## config.mk

```make
export PLATFORM = sky130hd
export DESIGN_NAME = dma_arbiter
export DESIGN_NICKNAME = d
export VERILOG_FILES = /design/src/rtl/dma_arbiter.sv
export SDC_FILE = /design/constraint.sdc
export NUM_CORES = 1
export LEC_CHECK = 0
export CORE_MARGIN = 3
export CORE_UTILIZATION = 40
export CTS_CLUSTER_SIZE = 28
export DETAILED_ROUTE_END_ITERATION = 10
export GPL_TIMING_DRIVEN = 0
export PLACE_DENSITY = 0.76
export SETUP_SLACK_MARGIN = 0.05
export SLEW_MARGIN = 15
export SYNTH_ARGS = -nofsm -noshare
export SYNTH_HDL_FRONTEND = slang
export SYNTH_SLANG_ARGS = --single-unit
```

## constraint.sdc

```tcl
create_clock -name CLK -period 2.3 [get_ports CLK]
set_clock_uncertainty 0.05 [all_clocks]
set_input_delay 0.23 -clock CLK [delete_from_list [all_inputs] [get_ports CLK]]
set_output_delay 0.23 -clock CLK [all_outputs]
set_load 0.03 [all_outputs]
```

## src/rtl/dma_arbiter.sv

```systemverilog
// Single-channel memory-to-memory DMA sharing one RAM port with the CPU.
// The CPU normally wins the port; the DMA wins when the CPU is idle or has starved it MAX_WAIT cycles.
//
//   state | meaning
//   IDLE  | no transfer; CPU owns the memory port; DMA_START latches a new job
//   READ  | DMA wants to read src into data_buf
//   WRITE | DMA wants to write data_buf to dst, then advance src/dst/cnt
//   FIN   | one-cycle DONE pulse, then back to IDLE
module dma_arbiter #(
    parameter int MAX_WAIT = 4
) (
    input  logic       CLK,
    input  logic       RESET,
    input  logic       CPU_REQ,
    input  logic       CPU_WRITE,
    input  logic [7:0] CPU_ADDRESS,
    input  logic [7:0] CPU_DATA_IN,
    output logic [7:0] CPU_DATA_OUT,
    output logic       CPU_STALL,
    input  logic       DMA_START,
    input  logic [7:0] DMA_SRC,
    input  logic [7:0] DMA_DST,
    input  logic [7:0] DMA_LEN,
    output logic       BUSY,
    output logic       DONE,
    output logic       MEM_WRITE,
    output logic [7:0] MEM_ADDRESS,
    output logic [7:0] MEM_DATA_IN,
    input  logic [7:0] MEM_DATA_OUT
);

    localparam int WW = (MAX_WAIT < 1) ? 1 : $clog2(MAX_WAIT + 1);
    localparam logic [WW-1:0] WAIT_MAX = WW'(MAX_WAIT);

    typedef enum logic [1:0] {
        IDLE  = 2'd0,
        READ  = 2'd1,
        WRITE = 2'd2,
        FIN   = 2'd3
    } state_t;

    state_t        state;
    logic [7:0]    src;
    logic [7:0]    dst;
    logic [7:0]    cnt;
    logic [7:0]    data_buf;
    logic [WW-1:0] wait_cnt;
    logic          dma_active;
    logic          dma_grant;

    assign CPU_DATA_OUT = MEM_DATA_OUT;

    always_comb begin
        dma_active = (state == READ) || (state == WRITE);
        dma_grant  = dma_active && (!CPU_REQ || (wait_cnt == WAIT_MAX));
        CPU_STALL  = CPU_REQ && dma_grant;
        if (dma_grant) begin
            MEM_ADDRESS = (state == READ) ? src : dst;
            MEM_DATA_IN = data_buf;
            MEM_WRITE   = (state == WRITE);
        end else begin
            MEM_ADDRESS = CPU_ADDRESS;
            MEM_DATA_IN = CPU_DATA_IN;
            // the CPU still owns the port during reset, but no write may reach memory
            MEM_WRITE   = CPU_REQ && CPU_WRITE && !RESET;
        end
    end

    always_ff @(posedge CLK or posedge RESET) begin
        if (RESET) begin
            state    <= IDLE;
            src      <= '0;
            dst      <= '0;
            cnt      <= '0;
            data_buf <= '0;
            wait_cnt <= '0;
            BUSY     <= 1'b0;
            DONE     <= 1'b0;
        end else begin
            case (state)
                IDLE: begin
                    wait_cnt <= '0;
                    if (DMA_START) begin
                        src <= DMA_SRC;
                        dst <= DMA_DST;
                        cnt <= DMA_LEN;
                        if (DMA_LEN == 8'd0) begin
                            state <= FIN;
                            DONE  <= 1'b1;
                        end else begin
                            state <= READ;
                            BUSY  <= 1'b1;
                        end
                    end
                end
                READ: begin
                    if (dma_grant) begin
                        data_buf <= MEM_DATA_OUT;
                        wait_cnt <= '0;
                        state    <= WRITE;
                    end else begin
                        wait_cnt <= wait_cnt + 1'b1;
                    end
                end
                WRITE: begin
                    if (dma_grant) begin
                        src      <= src + 8'd1;
                        dst      <= dst + 8'd1;
                        cnt      <= cnt - 8'd1;
                        wait_cnt <= '0;
                        if (cnt == 8'd1) begin
                            state <= FIN;
                            BUSY  <= 1'b0;
                            DONE  <= 1'b1;
                        end else begin
                            state <= READ;
                        end
                    end else begin
                        wait_cnt <= wait_cnt + 1'b1;
                    end
                end
                FIN: begin
                    wait_cnt <= '0;
                    DONE     <= 1'b0;
                    state    <= IDLE;
                end
                default: begin
                    state <= IDLE;
                    BUSY  <= 1'b0;
                    DONE  <= 1'b0;
                end
            endcase
        end
    end

endmodule

```

==> flow_results.org, run 1 <==
** STA
- The max-slew violation total from the final report was 0.
- Final-layout setup total negative slack :: 0 ps
- Measured against its own limit, the worst slew margin works out to 56.31%.
- Max frequency :: 464.8 MHz
- Transition time at the pin with the least slew margin :: 649.4 ps
- The final count of hold timing violations was 0.
- Final setup slack of the worst path :: 148.3 ps
- Period minus WS final :: 2152 ps
- RSZ-0062 raised after global routing :: no
- Of the available clock period, the critical path in the final layout requires 93.55%.
- Final setup violation count :: 0

** Yosys
- Synth Instances :: 308
- Largest area contributor in the netlist :: sky130_fd_sc_hd__dfrtp_1
- Synth Area in Compound Gates :: 22.24%
- Multiplexer cells account for 8.946% of the synthesized area.
- Number of storage elements in the synthesis netlist :: 39
- Sequential elements use 37.72% of the synthesized area.
- Dominant cells by area after synthesis :: sky130_fd_sc_hd__dfrtp_1 (38%), sky130_fd_sc_hd__nand2_1 (8.0%), sky130_fd_sc_hd__a21oi_1 (5.4%), sky130_fd_sc_hd__mux2i_1 (5.0%), sky130_fd_sc_hd__ha_1 (4.8%)
- In the synthesized netlist the async set-or-reset flop fraction comes to 100.0%.
- In this run the mean area of a mapped cell was 8.401 µm².
- Yosys printed 0 warnings.
- Summing every instance area after synthesis gives 2587 µm².
- Synthesized netlist net count :: 371
- Simple-Gate Fraction of Synth Area :: 19.83%
- Adder and majority gate portion of the synthesized area :: 4.836%
- In the synthesized netlist the dominant register cell turns out to be sky130_fd_sc_hd__dfrtp_1.
- In this run the biggest area consumer among cell types represents 37.72% of the synthesized area.
- After synthesis, the largest family of logic cells by area is compound AO/OA/AOI/OAI gates.
- Counting flops with a built-in enable in the synthesized netlist gives 0.
- Number of distinct library cell variants in the gate-level netlist after synthesis :: 46
- The synthesized netlist devotes 0% of its cell area to XOR and XNOR gates.

** GRT
- The number of antenna violations at the first check in global routing came to 0.
- Remaining global-route overflow :: 0
- Global routing consumed, on the met1 layer, 27.29% of the routing resources.
- For met2 alone, demand over resource in global routing was 34.14%.
- For this run, global-route usage on met3 was measured as 5.323%.
- Global routing consumed, over all layers together, 20.89% of the routing resources.
- First-pass GRT wire length :: 12430 µm
- Peak-usage layer in the global routing report :: met2
- Entering global routing, the biggest net connects 23 pins.
- The number of global-route vias before repair came to 2590.

** Clocking
- Clock tree from TritonCTS :: built
- The H-tree was split into 2 levels.
- Clock tree root driver cell :: sky130_fd_sc_hd__clkbuf_8
- Clock buffers created by TritonCTS :: 5
- Sink count of the clock tree :: 39
- After clock tree synthesis, the clock-pin slew on the worst setup and hold paths is 80 ps.
- At the later pin of the worst-skew pair, clock insertion delay measures 290 ps.
- The clock passes through at most 2 buffers.

** Detailed routing
- Routed wire length :: 7811 µm
- Once detail routing completed, the nets flagged for antenna violations numbered 0.
- Detailed Route Iter0 Violations :: 223
- After detailed routing, the number of remaining DRC violations is 0.
- The first detailed-routing pass took 5 iterations.
- Detail-routed net length per standard cell :: 16.44 µm
- DR vias :: 2763
- DR vias/cell :: 5.817

** Placement
- # port buffers :: 80
- At the placement stage, the worst setup path has a slack of -820.0 ps.
- RePlAce Congestion :: 0.8516
- Once placement finished, the instance area stood at 3510 µm².
- Summed over all nets, the half-perimeter wirelength after detailed placement is 5708 µm.

** Setup path
- Startpoint of the worst register-to-register path :: state[1]
- At the worst endpoint, the arrival time is 1870 ps.
- Delay contributed by the slowest stage of the critical path :: 390 ps
- Reg2Reg Depth :: 8
- Tracing the worst setup path back leads to its startpoint at state[1].
- Kind of start point of the critical path :: register
- Kind of capture point of the worst setup path :: output port
- For the worst setup path, the data required time is 2020 ps.
- Maximum fanout encountered on the critical timing path :: 10
- Critical path start-end classification :: reg2out
- Cell chain of the critical path :: inv_1 > ha_4 > inv_1 > nor2_4 > buf_6 > nand2_1 > nand2_1 > clkbuf_4
- Max stage delay cell, worst path :: sky130_fd_sc_hd__dfrtp_1

** Floorplanning
- Die boundary width :: 86.43 µm
- CORE AREA :: 6096 µm²
- 81 I/O pins were placed.
- The floorplan step defined a die boundary enclosing 7470 µm².
- Core Rows :: 28
- Initial standard-cell utilization of the core :: 42.45%
- Height of the die :: 86.43 µm

** Outcome
- Run status :: finished clean

** Hold path
- Class of the tightest hold or removal check :: in2async

** Pwr
- For this design the ratio of total power to cell area is 1286 nW/µm².
- VDD sags by at most 0.0006714 V.
- Leak pwr :: 1.565 nW

** Layout
- The area growth from synthesis to layout is 41.30%.
- Cells fill 59.98% of the core in the end.
- Of the cells placed in the final design, the portion with a size suffix greater than 1 is 18.75%.
- Antenna cells :: 0
- Post-route cell area :: 3656 µm²
- Layout net count :: 463
- The layout has 542 filler cells.

** Job
- Count of maximum capacitance violations :: 0
==> state kept, by name, indices dropped and copies added (netlist names) <==
register	count
dst	8
wait_cnt	3
cnt	8
data_buf	8
DONE	1
BUSY	1
state	2
src	8
==> layout by cell type, fill, tap and decap left out, types with 8 or more instances in the layout <==
cell type,Yosys,final
sky130_fd_sc_hd__clkdlybuf4s50_1,0,62
sky130_fd_sc_hd__nand2_1,55,54
sky130_fd_sc_hd__dfrtp_1,39,39
sky130_fd_sc_hd__a21oi_1,28,28
sky130_fd_sc_hd__o21ai_0,23,23
sky130_fd_sc_hd__nand3_1,16,16
sky130_fd_sc_hd__buf_4,8,16
sky130_fd_sc_hd__buf_2,1,13
sky130_fd_sc_hd__mux2i_1,13,13
sky130_fd_sc_hd__o22ai_1,11,11
sky130_fd_sc_hd__inv_1,12,10
sky130_fd_sc_hd__nor2_1,11,10
sky130_fd_sc_hd__mux2_2,9,8
==> final cells by class <==
type                    count  area [µm²]  share of cell area, %
multi-input cells         233        1488                  40.69
repair buffers             86       807.0                  22.07
flip-flops and latches     39       975.9                  26.69
plain buffers              23       158.9                  4.346
clock buffers               6       82.58                  2.259
well taps                  75       93.84                  2.567
clock inverters             1       5.005                 0.1369
inverters                  12       45.04                  1.232
==> worst paths after layout <==
| path | to | slack [ps] |
|---|---|---|
| setup / recovery | MEM_DATA_IN[7] | 150 |
| hold / removal | state[0] | 220 |
| setup reg to reg | cnt[2] | 150 |
| hold reg to reg | data_buf[0] | 460 |
| max in group asynchronous | data_buf[6] | 1510 |
| min in group CLK | data_buf[0] | 460 |
==> report_power, final <==
part           switching (mW)  internal (mW)  leakage, nW  total (mW)
Clock                   0.241          0.235       0.0470       0.476
Combinational            1.67           1.21         1.07        2.88
Sequential              0.330           1.01        0.451        1.34
==> synth_stat cells (2+ instances only) <==
cell / instances
sky130_fd_sc_hd__o22a_1: 3
sky130_fd_sc_hd__nor3_1: 6
sky130_fd_sc_hd__buf_4: 8
sky130_fd_sc_hd__a21bo_2: 3
sky130_fd_sc_hd__a31oi_1: 3
sky130_fd_sc_hd__o211ai_1: 4
sky130_fd_sc_hd__ha_1: 10
sky130_fd_sc_hd__o41ai_1: 2
sky130_fd_sc_hd__a22o_1: 2
sky130_fd_sc_hd__o22ai_1: 11
sky130_fd_sc_hd__dfrtp_1: 39
sky130_fd_sc_hd__nand2_1: 55
sky130_fd_sc_hd__nand2b_1: 5
sky130_fd_sc_hd__and3_1: 2
sky130_fd_sc_hd__mux2i_1: 13
sky130_fd_sc_hd__inv_1: 12
sky130_fd_sc_hd__nor2_1: 11
sky130_fd_sc_hd__o21ai_0: 23
sky130_fd_sc_hd__clkbuf_1: 14
sky130_fd_sc_hd__nand3_1: 16
sky130_fd_sc_hd__nand4_1: 2
sky130_fd_sc_hd__a21boi_0: 2
sky130_fd_sc_hd__nor4_1: 4
sky130_fd_sc_hd__mux2_2: 9
sky130_fd_sc_hd__a21oi_1: 28
==> worst max-delay path, delay by kind of cell (launching register included) <==
kind / cells / cell delay (ps)
AND/OR/NAND/NOR: 3 / 290
flip-flops: 1 / 390
adder cells (fa/ha/maj): 1 / 320
buffers and inverters: 4 / 580
==> through the flow <==
step / total power [mW] / cells / hold WS [ps]
floorplan: 3.129 / 308 / 330.6
global placement: 3.973 / 463 / 406.2
detailed placement: 4.045 / 464 / 416.0
CTS: 4.615 / 472 / 242.6
global route: 5.035 / 475 / 267.7
finish: 4.700 / 475 / 223.6
==> layer usage <==
| metal | wire, µm | vias to the layer above |
|---|---|---|
| li1 | - | 1295 |
| met1 | 3133 | 1317 |
| met2 | 3736 | 138 |
| met3 | 824 | 13 |
| met4 | 117 | 0 |
| met5 | 0 | - |
==> kinds of logic after synthesis <==
| family | after synthesis |
|---|---|
| compound gates | 92 |
| mux | 22 |
| buf+inv | 36 |
| fa+ha+maj | 10 |
| flops | 39 |
| simple gates | 109 |
==> what timing repair did <==
action / 4_1_cts / 5_1_grt
gates cloned: 0 / 1
gates resized for setup: 107 / 29
pin swaps: 1 / 0
setup buffers: 2 / 2
endpoints found under the setup margin: 44 / 33
hold buffers: 0 / 0
Note: power is estimated with default switching activity, not from simulation.
==> inputs of run 2 (changes only) <==
==> constraint.sdc (replaced) <==
create_clock -name CLK -period 2.3 [get_ports CLK]
set_clock_uncertainty 0.05 [all_clocks]
set_input_delay 0.46 -clock CLK [delete_from_list [all_inputs] [get_ports CLK]]
set_output_delay 0.46 -clock CLK [all_outputs]
set_load 0.03 [all_outputs]
==> run 2 against run 1 <==
Effect of this change:
- count of clock-buffer cells in the layout is the same
- sequential power is essentially flat
- sequential share of layout area shrank 2.5 points
- utilization up 6.2 points
- final area is 10% higher
- maximum frequency is 6.4% lower
- critical path depth unchanged
- non-clock buffer count increased by 12
- hold slack gained 160 ps
- critical path type unchanged
- critical endpoint is now MEM_WRITE
- largest cell class unchanged
==> flow_results.org, run 2 (synthesized netlist as in run 1, its figures left out) <==
** Detailed routing
- Routed wire length :: 9143 µm (+17%)
- The post-detailed-route DRC marker count came to 0 (unchanged).
- Detailed Route Iter0 Violations :: 258 (+16%)
- Detail-routed net length per standard cell :: 18.77 µm (+14%)
- The detailed-router iteration count before antenna repair was 5 (unchanged).
- DR vias :: 2878 (+4.2%)
- DR vias/cell :: 5.910 (+1.6%)
- The antenna violation net count after detailed routing came to 0 (unchanged).

** Pwr
- The post-layout total power is 5.417 mW (+15%).
- IR Drop Worst-Case VDD :: 0.0006167 V (-8.1%)
- The cell leakage power came to 1.720 nW (+9.9%).
- The total power per unit cell area came to 1343 nW/µm² (+4.5%).

** Layout
- The register cell area after layout is 975.9 µm² (unchanged).
- Fraction of final layout cells with drive strength greater than 1 :: 27.91% (+9.2 points)
- Layout net count :: 475 (+2.6%)
- Area growth from synthesis to layout :: 55.85%
- The final standard cell count with taps included and fillers excluded came to 487 (+2.5%).
- Final core utilization :: 66.15% (+6.2 points)
- Top library cells by usage in the layout, fill and taps aside :: sky130_fd_sc_hd__clkdlybuf4s50_1 (59), sky130_fd_sc_hd__dfrtp_1 (39), sky130_fd_sc_hd__nand2_1 (39)
- The number of inserted filler cells in the final layout came to 511 (-5.7%).
- Multi-input logic area :: 1632 µm² (+9.7%)
- The number of diodes came to 0 (unchanged).
- The area of all placed cells without fillers was 4033 µm² (+10%).
- The library cell used most frequently in the layout, excluding fill and tap cells, is sky130_fd_sc_hd__clkdlybuf4s50_1.

** Clocking
- The root buffer cell chosen for the clock tree is sky130_fd_sc_hd__clkbuf_8.
- Clock buffers created by TritonCTS :: 5 (unchanged)
- Maximum count of clock buffers along a single path :: 2 (unchanged)
- The clock-pin slew on the worst setup and hold paths came to 80 ps (about the same).
- Clock tree from TritonCTS :: built
- The latest clock arrival within the worst-skew pair was 300 ps (about the same).
- The count of hold buffers inserted by post-cts repair is 0 (unchanged).
- Sink count of the clock tree :: 39 (unchanged)
- The H-tree depth was 2 (unchanged).

** STA
- Final setup violation count :: 0 (unchanged)
- The tightest hold margin came to 384.9 ps (+161.3 ps).
- The final count of hold timing violations was 0 (unchanged).
- The final critical delay including setup and external delays is 2298 ps (+145.9 ps).
- The maximum clock frequency is 435.2 MHz (-6.4%).
- Setup repair after global routing could not meet its margin everywhere.
- The portion of the clock cycle consumed by the worst path in the final layout is 99.89% (+6.3 points).
- The max-slew violation total from the final report is 0 (unchanged).
- The max-slew headroom at the worst pin came to 48.79% (-7.5 points).
- Transition time at the pin with the least slew margin :: 761.2 ps (+111.8 ps)

** GRT
- Global Route Usage Sum :: 22.49% (+1.6 points)
- Initial antenna violation count :: 0 (unchanged)
- The largest net degree at the start of global routing is 30 (+30%).
- Via count of the first global-routing pass :: 2727 (+5.3%)
- First-pass GRT wire length :: 13260 µm (+6.7%)
- The sum of overflow across all layers after global routing came to 0 (unchanged).

** Setup path
- Critical path start-end classification :: reg2out
- Max stage delay cell, worst path :: sky130_fd_sc_hd__dfrtp_1
- STA classifies the critical path endpoint as an output port.
- The number of stages on the worst setup path was 8 (unchanged).
- The worst setup path is launched from a register.
- Startpoint of the worst register-to-register path :: state[1]
- The buffering stage count on the worst path with inverters included came to 3 (-1).
- Largest delay share family, worst path :: flip-flops
- Delay contributed by the slowest stage of the critical path :: 370 ps (-20 ps)
- FF-to-FF setup slack :: 120 ps (-30 ps)
- Crit path launch :: wait_cnt[0]
- Traced cell by cell, the critical path runs through inv_2 > ha_4 > a21bo_4 > nand2_4 > buf_8 > nand4_1 > o21ai_2 > buf_6.
- The maximum net fanout on the critical path came to 4 (-6).
- Required time of the worst setup path :: 1790 ps (-230 ps)
- The worst endpoint data arrival time came to 1790 ps (-80 ps).
- The number of cells on the worst reg-to-reg path is 8 (unchanged).

** Floorplanning
- The total I/O pin count is 81 (unchanged).
- The die outline width was 86.43 µm (unchanged).
- Height of the die :: 86.43 µm (unchanged)
- The core area came to 6096 µm² (unchanged).
- Core Rows :: 28 (unchanged)
- The starting density of the core is 42.45% (unchanged).
- The area of the die was 7470 µm² (unchanged).

** Placement
- # port buffers :: 80 (unchanged)
- The placed cell count came to 464 (unchanged).
- RePlAce Congestion :: 0.9023 (+6.0%)
- Placed wire-length estimate :: 5886 µm (+3.1%)
- The cell area after placement was 3506 µm² (-0.11%).

** Job
- Count of maximum capacitance violations :: 0 (unchanged)

** Outcome
- The run finished with clean final reports.

** Hold path
- The worst hold path belongs to the class in2async.
==> run 2: cell count changes in the layout (fill, tap and decap cells not counted), sizes merged <==
| cell | before | now |
|---|---|---|
| buf | 33 | 47 |
| clkbuf | 19 | 17 |
| clkdlybuf4s15 | 0 | 1 |
| clkdlybuf4s50 | 62 | 59 |
| clkinvlp | 0 | 1 |
| dlymetal6s2s | 0 | 2 |
| inv | 12 | 11 |
==> run 2: through the flow <==
step | setup WS (ps) | setup TNS, ps
6_report | 2.425 | 0
5_1_grt | -46.39 | -74.12
4_1_cts | 48.52 | 0
3_5_place_dp | -1261 | -28550
3_3_place_gp | -1313 | -29790
2_1_floorplan | -13.21 | -13.21
==> run 2: area by class of cell <==
type / count / share of cell area, %
inverters: 12 / 1.272
clock inverters: 1 / 0.1241
clock buffers: 6 / 2.048
well taps: 75 / 2.327
multi-input cells: 233 / 40.46
repair buffers: 98 / 24.95
plain buffers: 23 / 4.623
flip-flops and latches: 39 / 24.20
==> run 2: worst paths after layout <==
kind	to
max	MEM_WRITE
min	wait_cnt[2]
max reg2reg	src[7]
min reg2reg	data_buf[3]
max in group asynchronous	src[5]
min in group CLK	data_buf[3]
==> run 2: worst reg2reg max path, delay by kind of cell (launching register included) <==
kind	cells	cell delay (ps)
fa+ha+maj	1	140
flops	1	410
mux	1	250
compound gates	2	320
buf+inv	4	880
==> run 2: routing by layer <==
metal	vias to the layer above	track usage (%)	wire length [µm]
li1	1318	-	-
met1	1363	28.86	3549
met2	170	37.69	4563
met3	27	3.802	774
met4	0	8.782	255
met5	-	0	0
==> run 2: repair_timing <==
action | in CTS | in global routing
gates resized for setup | 147 | 57
setup endpoints to repair | 53 | 44
buffers inserted | 7 | 7
cloned | 2 | 1
pin swaps | 9 | 12
==> run 2: report_power, final <==
part / switching (mW) / total, mW / internal (mW)
combinational: 1.97 / 3.58 / 1.61
clock: 0.258 / 0.494 / 0.236
sequential: 0.334 / 1.35 / 1.01
